`config.mk`:
```
export PLATFORM = sky130hd
export DESIGN_NAME = ecc_scrub_scheduler_flat
export DESIGN_NICKNAME = d
export VERILOG_FILES = /design/src/rtl/ecc_scrub_scheduler_if.sv /design/src/rtl/ecc_scrub_scheduler.sv /design/src/flat_wrapper.sv
export SDC_FILE = /design/constraint.sdc
export NUM_CORES = 1
export LEC_CHECK = 0
export BUFFER_PORTS_ARGS = -buffer_cell sky130_fd_sc_hd__buf_2
export CAP_MARGIN = 25
export CORE_ASPECT_RATIO = 1.75
export CORE_MARGIN = 4
export CORE_UTILIZATION = 55
export CTS_CLUSTER_DIAMETER = 200
export DETAILED_ROUTE_END_ITERATION = 6
export GPL_TIMING_DRIVEN = 0
export HOLD_SLACK_MARGIN = 0.02
export PLACE_DENSITY = 0.81
export SKIP_CTS_REPAIR_TIMING = 1
export SLEW_MARGIN = 5
export SYNTH_ARGS = -nofsm -noshare
export SYNTH_HDL_FRONTEND = slang
export SYNTH_SLANG_ARGS = --single-unit
```
`constraint.sdc`:
```
create_clock -name clk_i -period 6.6 [get_ports clk_i]
set_input_delay 0.33 -clock clk_i [delete_from_list [all_inputs] [get_ports clk_i]]
set_output_delay 0.33 -clock clk_i [all_outputs]
set_load 0.05 [all_outputs]
```
`src/rtl/ecc_scrub_scheduler_if.sv`:
```
// Scrub handshake between the scheduler and the per-bank ECC scrubbers.
// The scheduler side uses the master modport; the scrubbers (or a bench) use slave.
interface ecc_scrub_scheduler_if #(
  parameter int NumBanks = 4
);
  logic [NumBanks-1:0] scrub_trigger;
  logic [NumBanks-1:0] scrub_done;
  logic [NumBanks-1:0] bit_corrected;
  logic [NumBanks-1:0] uncorrectable;

  modport master (
    output scrub_trigger,
    input  scrub_done,
    input  bit_corrected,
    input  uncorrectable
  );

  modport slave (
    input  scrub_trigger,
    output scrub_done,
    output bit_corrected,
    output uncorrectable
  );
endinterface

```
`src/rtl/ecc_scrub_scheduler.sv`:
```
// Round-robin background scrub scheduler with boost-after-error interval,
// scrub timeout, saturating error counters and a sticky interrupt.
//   state   | meaning
//   S_IDLE  | scheduling disabled, waiting for enable_i
//   S_COUNT | counting down the idle interval before the next scrub
//   S_WAIT  | trigger held on the current bank until done or timeout
module ecc_scrub_scheduler #(
  parameter int NumBanks      = 4,
  parameter int IntervalWidth = 16,
  parameter int CntWidth      = 16,
  parameter int BoostScrubs   = 16,
  parameter int TimeoutCycles = 1024,
  localparam int IdxW         = (NumBanks > 1) ? $clog2(NumBanks) : 1
) (
  input  logic                     clk_i,
  input  logic                     rst_ni,
  input  logic                     enable_i,
  input  logic [IntervalWidth-1:0] interval_i,
  input  logic [IntervalWidth-1:0] fast_interval_i,
  input  logic [CntWidth-1:0]      threshold_i,
  input  logic                     clear_i,
  ecc_scrub_scheduler_if.master    bus,
  output logic [IdxW-1:0]          bank_idx_o,
  output logic                     pass_done_o,
  output logic [CntWidth-1:0]      corrected_cnt_o,
  output logic [CntWidth-1:0]      uncorrectable_cnt_o,
  output logic                     boost_o,
  output logic                     timeout_o,
  output logic                     irq_o
);

  localparam int WaitW  = (TimeoutCycles > 1) ? $clog2(TimeoutCycles) : 1;
  localparam int BoostW = $clog2(BoostScrubs + 1);

  typedef enum logic [1:0] {S_IDLE, S_COUNT, S_WAIT} state_e;

  state_e                   r_state;
  logic [IntervalWidth-1:0] r_cnt;
  logic [WaitW-1:0]         r_wait_cnt;
  logic [NumBanks-1:0]      r_trig;
  logic [IdxW-1:0]          r_idx;
  logic                     r_pass_done;
  logic                     r_timeout;
  logic [BoostW-1:0]        r_boost_cnt;
  logic [CntWidth-1:0]      r_corr_cnt;
  logic [CntWidth-1:0]      r_unc_cnt;
  logic                     r_irq;

  logic                     w_boost;
  logic [IntervalWidth-1:0] w_eff_interval;
  logic                     w_done;
  logic                     w_timeout;
  logic                     w_idx_last;
  logic [IdxW-1:0]          w_idx_next;
  logic [CntWidth:0]        w_corr_sum;
  logic [CntWidth:0]        w_unc_sum;
  logic                     w_irq_set;

  function automatic logic [CntWidth:0] popcount(input logic [NumBanks-1:0] v);
    logic [CntWidth:0] s;
    s = '0;
    for (int i = 0; i < NumBanks; i++) s = s + (CntWidth+1)'(v[i]);
    return s;
  endfunction

  assign w_boost        = (r_boost_cnt != '0);
  assign w_eff_interval = w_boost ? fast_interval_i : interval_i;
  assign w_done         = bus.scrub_done[r_idx];
  assign w_timeout      = (r_wait_cnt == WaitW'(TimeoutCycles - 1));
  assign w_idx_last     = (r_idx == IdxW'(NumBanks - 1));
  assign w_idx_next     = w_idx_last ? '0 : r_idx + IdxW'(1);

  always_ff @(posedge clk_i or negedge rst_ni) begin
    if (!rst_ni) begin
      r_state     <= S_IDLE;
      r_cnt       <= '0;
      r_wait_cnt  <= '0;
      r_trig      <= '0;
      r_idx       <= '0;
      r_pass_done <= 1'b0;
      r_timeout   <= 1'b0;
      r_boost_cnt <= '0;
    end else begin
      r_pass_done <= 1'b0;
      case (r_state)
        S_IDLE: begin
          if (enable_i) begin
            r_state <= S_COUNT;
            r_cnt   <= w_eff_interval;
          end
        end
        S_COUNT: begin
          if (!enable_i) begin
            r_state <= S_IDLE;
          end else if (r_cnt == '0) begin
            r_state    <= S_WAIT;
            r_trig     <= NumBanks'(1) << r_idx;
            r_wait_cnt <= '0;
          end else begin
            r_cnt <= r_cnt - IntervalWidth'(1);
          end
        end
        S_WAIT: begin
          // A timeout retires the bank like a done, but does not consume a boost scrub
          if (w_done || w_timeout) begin
            r_trig      <= '0;
            r_idx       <= w_idx_next;
            r_pass_done <= w_idx_last;
            r_cnt       <= w_eff_interval;
            r_state     <= enable_i ? S_COUNT : S_IDLE;
            if (w_done && w_boost) r_boost_cnt <= r_boost_cnt - BoostW'(1);
            if (!w_done) r_timeout <= 1'b1;
          end else begin
            r_wait_cnt <= r_wait_cnt + WaitW'(1);
          end
        end
        default: r_state <= S_IDLE;
      endcase
      if (|bus.bit_corrected) r_boost_cnt <= BoostW'(BoostScrubs);
      if (clear_i) r_timeout <= 1'b0;
    end
  end

  assign w_corr_sum = {1'b0, r_corr_cnt} + popcount(bus.bit_corrected);
  assign w_unc_sum  = {1'b0, r_unc_cnt} + popcount(bus.uncorrectable);
  assign w_irq_set  = (r_unc_cnt != '0) ||
                      ((threshold_i != '0) && (r_corr_cnt >= threshold_i));

  always_ff @(posedge clk_i or negedge rst_ni) begin
    if (!rst_ni) begin
      r_corr_cnt <= '0;
      r_unc_cnt  <= '0;
      r_irq      <= 1'b0;
    end else if (clear_i) begin
      r_corr_cnt <= '0;
      r_unc_cnt  <= '0;
      r_irq      <= 1'b0;
    end else begin
      r_corr_cnt <= w_corr_sum[CntWidth] ? '1 : w_corr_sum[CntWidth-1:0];
      r_unc_cnt  <= w_unc_sum[CntWidth] ? '1 : w_unc_sum[CntWidth-1:0];
      r_irq      <= r_irq | w_irq_set;
    end
  end

  assign bus.scrub_trigger   = r_trig;
  assign bank_idx_o          = r_idx;
  assign pass_done_o         = r_pass_done;
  assign corrected_cnt_o     = r_corr_cnt;
  assign uncorrectable_cnt_o = r_unc_cnt;
  assign boost_o             = w_boost;
  assign timeout_o           = r_timeout;
  assign irq_o               = r_irq;

endmodule

```
`src/flat_wrapper.sv`:
```
// flat-port wrapper written by rule: the top's interface ports become plain ports
module ecc_scrub_scheduler_flat 
#(
  parameter int NumBanks      = 4,
  parameter int IntervalWidth = 16,
  parameter int CntWidth      = 16,
  parameter int BoostScrubs   = 16,
  parameter int TimeoutCycles = 1024,
  localparam int IdxW         = (NumBanks > 1) ? $clog2(NumBanks) : 1
)
  (clk_i, rst_ni, enable_i, interval_i, fast_interval_i, threshold_i, clear_i, bank_idx_o, pass_done_o, corrected_cnt_o, uncorrectable_cnt_o, boost_o, timeout_o, irq_o, bus_scrub_trigger, bus_scrub_done, bus_bit_corrected, bus_uncorrectable);
  ecc_scrub_scheduler_if #(.NumBanks(NumBanks)) bus_i ();
  input  logic clk_i;
  input  logic rst_ni;
  input  logic enable_i;
  input  logic [IntervalWidth-1:0] interval_i;
  input  logic [IntervalWidth-1:0] fast_interval_i;
  input  logic [CntWidth-1:0] threshold_i;
  input  logic clear_i;
  output logic [IdxW-1:0] bank_idx_o;
  output logic pass_done_o;
  output logic [CntWidth-1:0] corrected_cnt_o;
  output logic [CntWidth-1:0] uncorrectable_cnt_o;
  output logic boost_o;
  output logic timeout_o;
  output logic irq_o;
  output wire logic [$bits(bus_i.scrub_trigger)-1:0] bus_scrub_trigger;
  input wire logic [$bits(bus_i.scrub_done)-1:0] bus_scrub_done;
  input wire logic [$bits(bus_i.bit_corrected)-1:0] bus_bit_corrected;
  input wire logic [$bits(bus_i.uncorrectable)-1:0] bus_uncorrectable;
  assign bus_scrub_trigger = bus_i.scrub_trigger;
  assign bus_i.scrub_done = bus_scrub_done;
  assign bus_i.bit_corrected = bus_bit_corrected;
  assign bus_i.uncorrectable = bus_uncorrectable;
  ecc_scrub_scheduler #(.NumBanks(NumBanks), .IntervalWidth(IntervalWidth), .CntWidth(CntWidth), .BoostScrubs(BoostScrubs), .TimeoutCycles(TimeoutCycles)) u_core (.clk_i(clk_i), .rst_ni(rst_ni), .enable_i(enable_i), .interval_i(interval_i), .fast_interval_i(fast_interval_i), .threshold_i(threshold_i), .clear_i(clear_i), .bus(bus_i), .bank_idx_o(bank_idx_o), .pass_done_o(pass_done_o), .corrected_cnt_o(corrected_cnt_o), .uncorrectable_cnt_o(uncorrectable_cnt_o), .boost_o(boost_o), .timeout_o(timeout_o), .irq_o(irq_o));
endmodule
```
=== After elaboration in Yosys (flattened, before gate mapping) ===
Index checks and enable logic that the tools add are counted.

* Bits of input ports: 64
* Logic and storage cells: 101
* Register bits: 74
* Output and inout port bits: 42

* Add/subtract/negate cells: 12
* Shift operators: 1
* Mux-type cells: 38
* Bitwise gates (word level): 1
* Reduce and logical (&&, ||, !) cells: 24
* $lt $le $gt $ge: 2
* Equal/unequal tests: 12

{| class="wikitable"
|+ Operators with widths
! cell !! count
|-
| 2-to-1 mux 16 bit || 9
|-
| adder 17 x 1 -> 17 bit || 4
|-
| one-hot mux 16 bit (3 select lines) || 1
|-
| adder 16 x 17 -> 17 bit || 2
|-
| nonzero test 16 bit || 2
|-
| 2-to-1 mux 10 bit || 3
|-
| 2-to-1 mux 5 bit || 4
|-
| one-hot mux 10 bit (2 select lines) || 1
|-
| >= comparator 16 bit || 1
|-
| zero test 16 bit || 1
|-
| subtractor 16 x 1 -> 16 bit, second input constant || 1
|-
| 2-to-1 mux 4 bit || 3
|-
| nonzero test 2 bit || 6
|-
| adder 10 x 1 -> 10 bit, second input constant || 1
|-
| == test 10 bit, second input constant || 1
|-
| 2-to-1 mux 2 bit || 5
|-
| inequality test 2 bit, second input constant || 5
|-
| 2-to-1 mux 1 bit || 9
|-
| AND reduction 3 bit || 3
|-
| one-hot mux 4 bit (2 select lines) || 1
|-
| AND reduction 4 bit || 2
|-
| one-hot mux 2 bit (3 select lines) || 1
|-
| AND reduction 5 bit || 1
|-
| nonzero test 5 bit || 1
|-
| other kinds (17) || 22
|}

=== Longest topological paths before layout ===
Gate-level depths: netlist of the first run.

* Depth in word-level cells: 7
* Mapped depth: 12
* Depth with buffers taken out: 12

=== Worst setup path before layout of the first run ===
Ideal clock, no wire load.

* Kind: reg2reg
* Start point: reg u_core.r_corr_cnt[0] (netlist: u_core.corrected_cnt_o[0])
* End point: reg u_core.r_corr_cnt[1] (netlist: u_core.corrected_cnt_o[1])
* Stages on the path, launching flop included: 11
* Data required time: 6.464 ns
* Path slack: 3.780 ns
* Clock period less this slack: 2.820 ns
* Arrival: 2.684 ns
* Cells stage by stage: dfrtp_1 > inv_1 > fa_1 > inv_1 > ha_1 > fa_1 > a21o_1 > nand2b_1 > or3_1 > clkbuf_1 > a21oi_1

* Word-level cells in the longest chain between the ends: 3

{| class="wikitable"
|+ Ends and longest elaborated chain
! element !! RTL line !! RTL
|-
| start, declared || ecc_scrub_scheduler.sv:45 || <nowiki>logic [CntWidth-1:0] r_corr_cnt;</nowiki>
|-
| start signal, assigned || ecc_scrub_scheduler.sv:139 || <nowiki>r_corr_cnt <= w_corr_sum[CntWidth] ? '1 : w_corr_sum[CntWidth-1:0];</nowiki>
|-
| adder 16 x 17 -> 17 bit || ecc_scrub_scheduler.sv:124 || <nowiki>assign w_corr_sum = {1'b0, r_corr_cnt} + popcount(bus.bit_corrected);</nowiki>
|-
| 2-to-1 mux 16 bit || ecc_scrub_scheduler.sv:139 ||
|-
| 2-to-1 mux 16 bit || ecc_scrub_scheduler.sv:134 || <nowiki>end else if (clear_i) begin</nowiki>
|}

Every way passes these cells.
A chain may end at the register's enable or synchronous reset.

=== Worst setup path in the final report of the first run ===
* Start point: reg u_core.r_boost_cnt[0]
* End point: out boost_o

* Word-level cells in the longest chain between the ends: 1

{| class="wikitable"
|+ Ends and longest elaborated chain
! element !! RTL line !! RTL
|-
| start, declared || ecc_scrub_scheduler.sv:44 || <nowiki>logic [BoostW-1:0] r_boost_cnt;</nowiki>
|-
| start signal, assigned || ecc_scrub_scheduler.sv:111 || <nowiki>if (w_done && w_boost) r_boost_cnt <= r_boost_cnt - BoostW'(1);</nowiki>
|-
| start signal, assigned || ecc_scrub_scheduler.sv:119 || <nowiki>if (|bus.bit_corrected) r_boost_cnt <= BoostW'(BoostScrubs);</nowiki>
|-
| nonzero test 5 bit || ecc_scrub_scheduler.sv:66 || <nowiki>assign w_boost = (r_boost_cnt != '0);</nowiki>
|-
| end, declared || flat_wrapper.sv:24 || <nowiki>output logic boost_o;</nowiki>
|}

Every way passes these cells.

==> results of run 1 <==
## worst max-delay path, stage by stage (launching register included)
cell and delay [ns]:
dfrtp_1 0.40, inv_1 0.07, ha_1 0.18, nor4b_2 0.82, inv_1 0.38, clkbuf_1 0.30, buf_2 0.27
## cell usage in the layout, fill, tap and decap left out, types with 3 or more instances in the layout
cell / n
a211o_1: 3
a211oi_1: 5
a21o_1: 7
a21oi_1: 49
a22o_1: 6
a31oi_1: 6
and3_1: 16
and4_1: 4
buf_2: 104
bufinv_16: 3
clkbuf_1: 15
clkbuf_16: 9
dfrtp_1: 74
fa_1: 4
ha_1: 34
inv_1: 42
mux2i_1: 8
nand2_1: 70
nand2b_1: 11
nand3_1: 16
nand4_1: 10
nor2_1: 42
nor2b_1: 6
nor3_1: 34
nor4_1: 14
o21ai_0: 14
o22ai_1: 5
o311ai_0: 3
or3_1: 4
xnor2_1: 9
xor2_1: 10
## state kept, by name, indices dropped and copies added, names as in the netlist
register                    count
u_core.corrected_cnt_o         16
u_core.r_state                  2
u_core.uncorrectable_cnt_o     16
u_core.irq_o                    1
u_core.bus.scrub_trigger        4
u_core.pass_done_o              1
u_core.r_boost_cnt              5
u_core.r_wait_cnt              10
u_core.r_cnt                   16
u_core.bank_idx_o               2
u_core.timeout_o                1
## stage by stage
stage	worst slack [ns]	utilization	hold slack, ns
2_1_floorplan	3.78	-	0.0344
3_3_place_gp	3.51	0.651	0.481
4_1_cts	3.46	0.697	-0.0768
6_report	3.51	0.698	0.253
5_1_grt	3.29	0.698	0.270
3_5_place_dp	3.43	0.655	0.289
## area by class of cell
class,instances,share of cell area
plain buffers,18,0.0120
clock buffers,9,0.0386
clock inverters,7,0.0214
inverters,42,0.0270
multi-input cells,421,0.463
flip-flops and latches,74,0.317
well taps,115,0.0246
repair buffers,106,0.0960
## worst min path at each step
stage	to	slack, ns	depth (start not counted)
3_5_place_dp	u_core.r_wait_cnt[1]	0.29	1
6_report	u_core.r_boost_cnt[4]	0.25	3
3_3_place_gp	u_core.r_wait_cnt[0]	0.48	1
4_1_cts	u_core.pass_done_o	-0.08	1
2_1_floorplan	u_core.bank_idx_o[0]	0.03	0
5_1_grt	u_core.r_boost_cnt[4]	0.27	3
## metal layers
layer	global-route usage	vias up	share of wire
met1	0.264	2232	0.37
met2	0.461	154	0.55
met4	0.117	0	0.026
li1	-	2229	-
met5	0	-	0
met3	0.0404	22	0.052
## power by group
part	internal, W	switching, W
combinational	0.000156	0.000266
sequential	0.000507	0.0000597
clock	0.000373	0.000202
total	0.00104	0.000527
## cell families (layout without fill, tap and decap cells)
| family | after synthesis | after routing | share of synthesized area |
|---|---|---|---|
| AO/OA/AOI/OAI | 118 | 118 | 0.157 |
| XOR/XNOR | 19 | 19 | 0.0348 |
| adder cells (fa/ha/maj) | 38 | 38 | 0.106 |
| buffers and inverters | 60 | 182 | 0.0476 |
| flip-flops | 74 | 74 | 0.387 |
| multiplexers | 10 | 10 | 0.0238 |
| AND/OR/NAND/NOR | 236 | 236 | 0.244 |
==> metrics.md, run 1 <==
| Metric | Value |
|---|---|
| Area grow syn2layout | 22.0% |
| Non-filler instance count after layout | 792 |
| RSZ-0062 raised after global routing | no |
| Hold path startpoint | bus_bit_corrected[2] |
| Crit path capture type | primary output |
| Hold Crit Class | primary input to flop |
| Power Total | 0.00156 W |
| Vias in the first global route | 4730 |
| Row cnt | 44 |
| Nets@finish | 774 |
| Post-synth EDFFs | 0 |
| Syn avg cell area | 8.62 um2 |
| Clock H-tree levels | 3 |
| Arrival @ worst endpoint | 2.76 ns |
| Final WL | 12400 um |
| Startpoint Class | flop |
| Antenna diodes | 0 |
| Dpl cell area | 5480 um2 |
| Num CTS Buffers | 9 |
| Starting Density | 0.572 |
| Routability congestion estimate | 0.912 |
| Required @ worst endpoint | 6.27 ns |
| R2r worst-path depth | 10 |
| Filler cell count | 707 |
| Routed vias/inst | 5.85 |
| Crit path kind | flop to primary output |
| Initial antenna violation count | 0 |
| Critical Path Sink | boost_o |
| CTS tree | done |
| Largest net degree at the start of global routing | 46 |
| Post-synthesis register bit count | 74 |
| Min Tclk post-route | 3.09 ns |
| Reg clk slew, reported paths | 0.06 ns |
| YS warnings | 0 |
| Remaining DRCs | 0 |
| CP Launch Point | u_core.r_boost_cnt[0] |
| All-Layer GR Usage | 0.248 |
| Layout Skew | 0.00628 ns |
| Bufs on Longest Clock Path | 2 |
| Flop2flop setup slack | 3.69 ns |
| Die Span X | 78.5 um |
| Total grt overflow | 0 |
| Fmax | 323 MHz |
| Initial DRC Count | 179 |
| Yosys top cell area share | 0.387 |
| Dpl hpwl | 9410 um |
| Layout cell share with drive strength beyond 1 | 0.194 |
| Pwr dens | 268 nW/um2 |
| Outcome | finished clean |
| Pre-Repair DR Iteration Count | 5 |
| Root Driver | clkbuf_16 |
| Io pins | 106 |
| Max-cap viol count | 0 |
| Pins Over Slew Limit | 0 |
| Multi-input gate area | 2710 um2 |
| Reg2reg start | u_core.corrected_cnt_o[0] |
| Placed cell count | 775 |
| Netlist cell types | 54 |
| Sink Count | 74 |
| Setup TNS | 0 ns |
| Post-synth top cells | dfrtp_1 (74), nand2_1 (70), a21oi_1 (49) |
| Die area | 10300 um2 |
| Slew margin rel. | 0.327 |
| Synth Instances | 555 |
| Most area-consuming cells after synthesis | dfrtp_1 (39%), ha_1 (8.9%), nand2_1 (5.5%) |
| Syn Std Cell Area | 4790 um2 |
| Design Area, Final | 5840 um2 |
| Vias post-DR | 4637 |
| Seq/Total Area, Yosys | 0.387 |
| Worst vdd ir | 0.000170 V |
| Cell taking the most area after synthesis | dfrtp_1 |
| Final ANT Viol Nets | 0 |
| Core footprint | 8370 um2 |
| Top-count cell post-synth | dfrtp_1 |
| First-pass GRT wire length | 20800 um |
| Main flop type after synthesis | dfrtp_1 |
| Post-synth ARST share | 1.00 |
| Final period util | 0.469 |
| Die Y-Extent | 131 um |
| Max FO, Critical Path | 10 |
| Seq. cell area | 1850 um2 |
| Final hold vios | 0 |
| WL/cell | 15.7 um |
| # setup viols final | 0 |
| Clk_lat worst skew | 0.34 ns |
| FF-to-FF End | u_core.corrected_cnt_o[8] |
| IO Port Bufs | 104 |
| Worst-margin pin slew | 1.01 ns |
| Syn nets | 657 |
| LEAKAGE | 2.91 nW |
Power figures use the tool's default switching activity.
==> inputs of run 2 (changes only) <==
==> constraint.sdc (replaced) <==
create_clock -name clk_i -period 3.19 [get_ports clk_i]
set_input_delay 0.1595 -clock clk_i [delete_from_list [all_inputs] [get_ports clk_i]]
set_output_delay 0.1595 -clock clk_i [all_outputs]
set_load 0.05 [all_outputs]
==> run 2 against run 1 <==
  * Largest power group unchanged
  * Clock power up 110%
  * Non-clock buffer count unchanged
  * Sequential power up 110%
  * Flip-flop and latch count unchanged
  * Count of clock-buffer cells in the layout unchanged
  * Cell count unchanged
  * Combinational power up 110%
==> metrics.md, run 2 (synthesis results as in run 1) <==
| Metric | Value |
|---|---|
| Critical Path, Cell by Cell | inv_1 -> ha_1 -> nor4b_2 -> inv_1 -> clkbuf_1 -> buf_2 |
| Final period util | 0.938 |
| Area grow syn2layout | 22.2% |
| Largest net degree at the start of global routing | 46 (unchanged) |
| Row cnt | 44 (unchanged) |
| Commonest non-fill, non-tap cell in the layout | buf_2 |
| Slowest-stage cell, CP | nor4b_2 |
| Layout cell share with drive strength beyond 1 | 0.195 (+0.00148) |
| Outcome | finished clean |
| Core footprint | 8370 um2 (unchanged) |
| Vias in the first global route | 4730 (unchanged) |
| RSZ-0062 raised after global routing | no |
| Io pins | 106 (unchanged) |
| Max-cap viol count | 0 (unchanged) |
| LEAKAGE | 2.91 nW (about the same) |
| Antenna diodes | 0 (unchanged) |
| Required @ worst endpoint | 3.03 ns (-3.24 ns) |
| Comb power frac | 0.270 (about the same) |
| Starting Density | 0.572 (unchanged) |
| Pins Over Slew Limit | 0 (unchanged) |
| Worst-margin pin slew | 1.07 ns (+0.0652 ns) |
| Max FO, Critical Path | 10 (unchanged) |
| All-Layer GR Usage | 0.248 (unchanged) |
| Die Span X | 78.5 um (unchanged) |
| Remaining DRCs | 0 (unchanged) |
| Final ANT Viol Nets | 0 (unchanged) |
| Reg clk slew, reported paths | 0.06 ns (about the same) |
| Hold_ws | 0.0804 ns (-0.173 ns) |
| Nets@finish | 774 (unchanged) |
| Worst path max stage delay | 0.87 ns (+0.05 ns) |
| Crit path kind | flop to primary output |
| Most frequent CP cell | inv_1 |
| Die area | 10300 um2 (unchanged) |
| Routability congestion estimate | 0.912 (unchanged) |
| First-pass GRT wire length | 20800 um (unchanged) |
| WL/cell | 15.8 um (+0.60%) |
| Total grt overflow | 0 (unchanged) |
| Num CTS Buffers | 9 (unchanged) |
| Clock H-tree levels | 3 (unchanged) |
| Filler cell count | 707 (unchanged) |
| Fmax | 334 MHz |
| Slew margin rel. | 0.284 (-0.0436) |
| Die Y-Extent | 131 um (unchanged) |
| CTS tree | done |
| Routed vias/inst | 5.88 (+0.47%) |
| Min Tclk post-route | 2.99 ns |
| Power Total | 0.00324 W (+110%) |
| # setup viols final | 0 (unchanged) |
| Pre-Repair DR Iteration Count | 7 (+2) |
| Clock power share | 0.368 (about the same) |
| Root Driver | clkbuf_16 |
| Vias post-DR | 4659 (+0.47%) |
| Sink Count | 74 (unchanged) |
| Most frequent cells in the layout | buf_2 (104), dfrtp_1 (74), nand2_1 (70) |
| Final hold vios | 0 (unchanged) |
| Power Internal | 0.00214 W (+110%) |
| Hold Crit Class | primary input to flop |
| Setup TNS | 0 ns (unchanged) |
| Flop2flop setup slack | 0.26 ns (-3.43 ns) |
| IO Port Bufs | 104 (unchanged) |
| Layout Skew | 0.00595 ns (-0.000330 ns) |
| Worst vdd ir | 0.000353 V (+110%) |
| Arrival @ worst endpoint | 2.83 ns (+0.07 ns) |
| Initial antenna violation count | 0 (unchanged) |
| Dpl hpwl | 9410 um (unchanged) |
| Final WL | 12500 um (+0.60%) |
| Bufs on Longest Clock Path | 2 (unchanged) |
| Net Switching | 0.00110 W (+110%) |
| Startpoint Class | flop |
| Crit path capture type | primary output |
| Flop pwr share | 0.362 (about the same) |
| Net Sw Frac | 0.338 (+0.00117) |
| Initial DRC Count | 218 (+22%) |
| Pwr dens | 554 nW/um2 (+110%) |
| Clk_lat worst skew | 0.34 ns (about the same) |
[run 2: changes by cell type in the layout (fill, tap and decap cells not counted)]
cell    delta
nor4_1     -1
nor4_2     +1
[run 2: routing by layer]
| layer | routed length (um) | up-vias | global-route usage |
|---|---|---|---|
| met3 | 647 | 26 | 0.0404 |
| met1 | 4670 | 2238 | 0.264 |
| met2 | 6840 | 166 | 0.461 |
| met5 | 0 | - | 0 |
| li1 | - | 2229 | - |
| met4 | 352 | 0 | 0.117 |
[run 2: path summary, 6_finish.rpt]
| kind | start | to | depth (start not counted) |
|---|---|---|---|
| worst max-delay path | u_core.r_boost_cnt[0] | boost_o | 6 |
| worst min-delay path | bus_bit_corrected[2] | u_core.r_boost_cnt[4] | 3 |
| worst max register to register | u_core.corrected_cnt_o[0] | u_core.corrected_cnt_o[1] | 10 |
| worst min register to register | u_core.bus.scrub_trigger[0] | u_core.bus.scrub_trigger[0] | 1 |
| max in group asynchronous | rst_ni | u_core.corrected_cnt_o[5] | 3 |
| min in group asynchronous | rst_ni | u_core.pass_done_o | 2 |
[run 2: cell type report]
cell class,instances,area [um2],area share
inverters,42,158,0.0270
well taps,115,144,0.0246
multi-input cells,421,2710,0.464
clock inverters,7,125,0.0214
clock buffers,9,225,0.0385
plain buffers,18,70.1,0.0120
flip-flops and latches,74,1850,0.317
repair buffers,106,561,0.0959
[run 2: per-stage QoR]
stage               cells  setup slack (ns)  area, um2   util
floorplan             555             0.370       4790      -
global placement      774             0.270       5450  0.651
detailed placement    775             0.191       5480  0.655
CTS                   791             0.219       5830  0.697
global route          792            0.0546       5850  0.699
finish                792             0.199       5850  0.699
[run 2: critical path: cells and delay by family (launching register included)]
kind / cells / cell delay, ns
DFF: 1 / 0.40
and+or+nand+nor: 1 / 0.87
buffers and inverters: 4 / 1.03
adders and majority gates: 1 / 0.18
[run 2: power by group through the flow]
stage | combinational, W | clock [W] | sequential, W
after floorplan | 0.000478 | 0 | 0.00131
after global placement | 0.000836 | 0 | 0.00118
after detailed placement | 0.000873 | 0 | 0.00119
after CTS | 0.000881 | 0.00121 | 0.00117
after global routing | 0.000972 | 0.00124 | 0.00119
final | 0.000875 | 0.00119 | 0.00117
==> inputs of run 3 (changes only) <==
==> constraint.sdc (replaced) <==
create_clock -name clk_i -period 3.19 [get_ports clk_i]
set_input_delay 0.4785 -clock clk_i [delete_from_list [all_inputs] [get_ports clk_i]]
set_output_delay 0.4785 -clock clk_i [all_outputs]
set_load 0.05 [all_outputs]
==> run 3 against run 2 <==
  * Sequential power about the same
  * First-iteration DRC count grew 2.8%
  * Worst setup slack got worse by 0.077 ns
  * Critical path depth is 7 higher
  * Count of clock-buffer cells in the layout stayed put
  * Utilization is essentially flat
  * Cell count is 0.13% lower
  * Die area stayed put
  * Fmax shrank 2.5%
  * Critical path type is now primary input to flop
  * Clock skew about the same
  * Combinational power hardly changed
  * Critical endpoint is now u_core.corrected_cnt_o[8]
==> metrics.md, run 3 (synthesis results as in run 1) <==
| Metric | Value |
|---|---|
| Final ANT Viol Nets | 0 (unchanged) |
| Worst vdd ir | 0.000354 V (+0.31%) |
| Commonest non-fill, non-tap cell in the layout | buf_2 |
| Initial DRC Count | 224 (+2.8%) |
| Row cnt | 44 (unchanged) |
| Total grt overflow | 0 (unchanged) |
| Vias in the first global route | 4730 (unchanged) |
| LEAKAGE | 2.91 nW (+0.11%) |
| Startpoint Class | primary input |
| Reg2reg start | u_core.corrected_cnt_o[0] |
| Antenna diodes | 0 (unchanged) |
| Die area | 10300 um2 (unchanged) |
| Remaining DRCs | 0 (unchanged) |
| Final period util | 0.962 (+0.0242) |
| Most frequent cells in the layout | buf_2 (104), dfrtp_1 (74), nand2_1 (70) |
| First-pass GRT wire length | 20800 um (unchanged) |
| Pre-Repair DR Iteration Count | 5 (-2) |
| Initial antenna violation count | 0 (unchanged) |
| Reg clk slew, reported paths | 0.06 ns (about the same) |
| Required @ worst endpoint | 3.38 ns (+0.35 ns) |
| Die Span X | 78.5 um (unchanged) |
| FF-to-FF End | u_core.corrected_cnt_o[8] |
| Fin util | 0.699 (about the same) |
| Hold Crit Class | primary input to async pin |
| Slew margin rel. | 0.562 (+0.278) |
| Area grow syn2layout | 22.1% (about the same) |
| Arrival @ worst endpoint | 3.26 ns (+0.43 ns) |
| CTS tree | done |
| Routed vias/inst | 5.88 (about the same) |
| Nets@finish | 773 (-0.13%) |
| Fmax | 326 MHz (-2.5%) |
| Core footprint | 8370 um2 (unchanged) |
| RSZ-0062 raised after global routing | no |
| Max-cap viol count | 0 (unchanged) |
| Dpl hpwl | 9410 um (unchanged) |
| Setup TNS | 0 ns (unchanged) |
| Starting Density | 0.572 (unchanged) |
| Pwr dens | 555 nW/um2 (about the same) |
| Layout cell share with drive strength beyond 1 | 0.195 (+0.000288) |
| R2r worst-path depth | 10 (unchanged) |
| Worst path max stage delay | 0.48 ns (-0.39 ns) |
| Place WS | -0.128 ns (-0.319 ns) |
| Filler cell count | 703 (-0.57%) |
| Num CTS Buffers | 9 (unchanged) |
| Worst-margin pin slew | 0.655 ns (-0.417 ns) |
| Critical Path, Cell by Cell | buf_2 -> inv_1 -> ha_1 -> inv_1 -> fa_1 -> inv_1 -> ha_1 -> fa_1 -> a21o_1 -> nand2b_1 -> or3_1 -> clkbuf_1 -> a21oi_1 |
| IO Port Bufs | 104 (unchanged) |
| Max FO, Critical Path | 10 (unchanged) |
| Most frequent CP cell | inv_1 |
| Clk_lat worst skew | 0.34 ns (about the same) |
| Vias post-DR | 4654 (-0.11%) |
| Dpl cell area | 5480 um2 (unchanged) |
| Io pins | 106 (unchanged) |
| Crit path capture type | flop |
| Die Y-Extent | 131 um (unchanged) |
| Design Area, Final | 5850 um2 (about the same) |
| Setup ws final | 0.122 ns (-0.0773 ns) |
| Flop2flop setup slack | 0.26 ns (about the same) |
| Root Driver | clkbuf_16 |
| Bufs on Longest Clock Path | 2 (unchanged) |
| Pins Over Slew Limit | 0 (unchanged) |
| # setup viols final | 0 (unchanged) |
| Slowest-stage cell, CP | fa_1 |
| Min Tclk post-route | 3.07 ns (+0.0773 ns) |
| Layout Skew | 0.00595 ns (+0.000000780 ns) |
| Routability congestion estimate | 0.912 (unchanged) |
| Clock H-tree levels | 3 (unchanged) |
| Crit path kind | primary input to flop |
| WL/cell | 15.8 um (about the same) |
| All-Layer GR Usage | 0.248 (unchanged) |
| Outcome | finished clean |
| Largest net degree at the start of global routing | 46 (unchanged) |
| Sink Count | 74 (unchanged) |
| Final hold vios | 0 (unchanged) |
| Final WL | 12500 um (-0.22%) |
## run 3: worst max path at each step
| stage | start | end | slack (ns) |
|---|---|---|---|
| CTS | u_core.r_boost_cnt[0] | boost_o | -0.1 |
| finish | bus_bit_corrected[0] | u_core.corrected_cnt_o[8] | 0.12 |
| floorplan | bus_bit_corrected[0] | u_core.corrected_cnt_o[1] | 0.37 |
| global placement | bus_bit_corrected[0] | u_core.corrected_cnt_o[1] | -0.05 |
| global route | bus_bit_corrected[0] | u_core.corrected_cnt_o[1] | 0.05 |
| detailed placement | bus_bit_corrected[0] | u_core.corrected_cnt_o[7] | -0.13 |
## run 3: routing by layer
layer | up-vias | track usage | part of all wire
met3 | 25 | 0.0404 | 0.050
met2 | 160 | 0.461 | 0.55
met1 | 2243 | 0.264 | 0.37
li1 | 2226 | - | -
met5 | - | 0 | 0
met4 | 0 | 0.117 | 0.027
## run 3: where the power goes
part	internal, W	total, W	switching (W)
Combinational	0.000322	0.000875	0.000553
Clock	0.000772	0.00119	0.000422
Sequential	0.00105	0.00117	0.000124
## run 3: worst max-delay path, delay by kind of cell
family / cells / cell delay, ns
fa+ha+maj: 4 / 1.36
buf+inv: 5 / 0.62
simple gates: 2 / 0.41
compound gates: 2 / 0.38
## run 3: layout make-up
type	instances	area, um2	area share
buffer	18	70.1	0.0120
clock buffer	9	225	0.0385
clock inverter	7	125	0.0214
inverter	42	158	0.0270
multi-input combinational	421	2720	0.466
sequential	74	1850	0.317
tap	115	144	0.0246
timing repair buffer	105	551	0.0942
## run 3: per-stage QoR
step	power, W	hold WS (ns)	cells
floorplan	0.00179	0.183	555
global placement	0.00202	0.481	774
finish	0.00324	0.0675	791
detailed placement	0.00206	0.438	775
CTS	0.00326	0.0717	791
global route	0.00341	0.0938	791
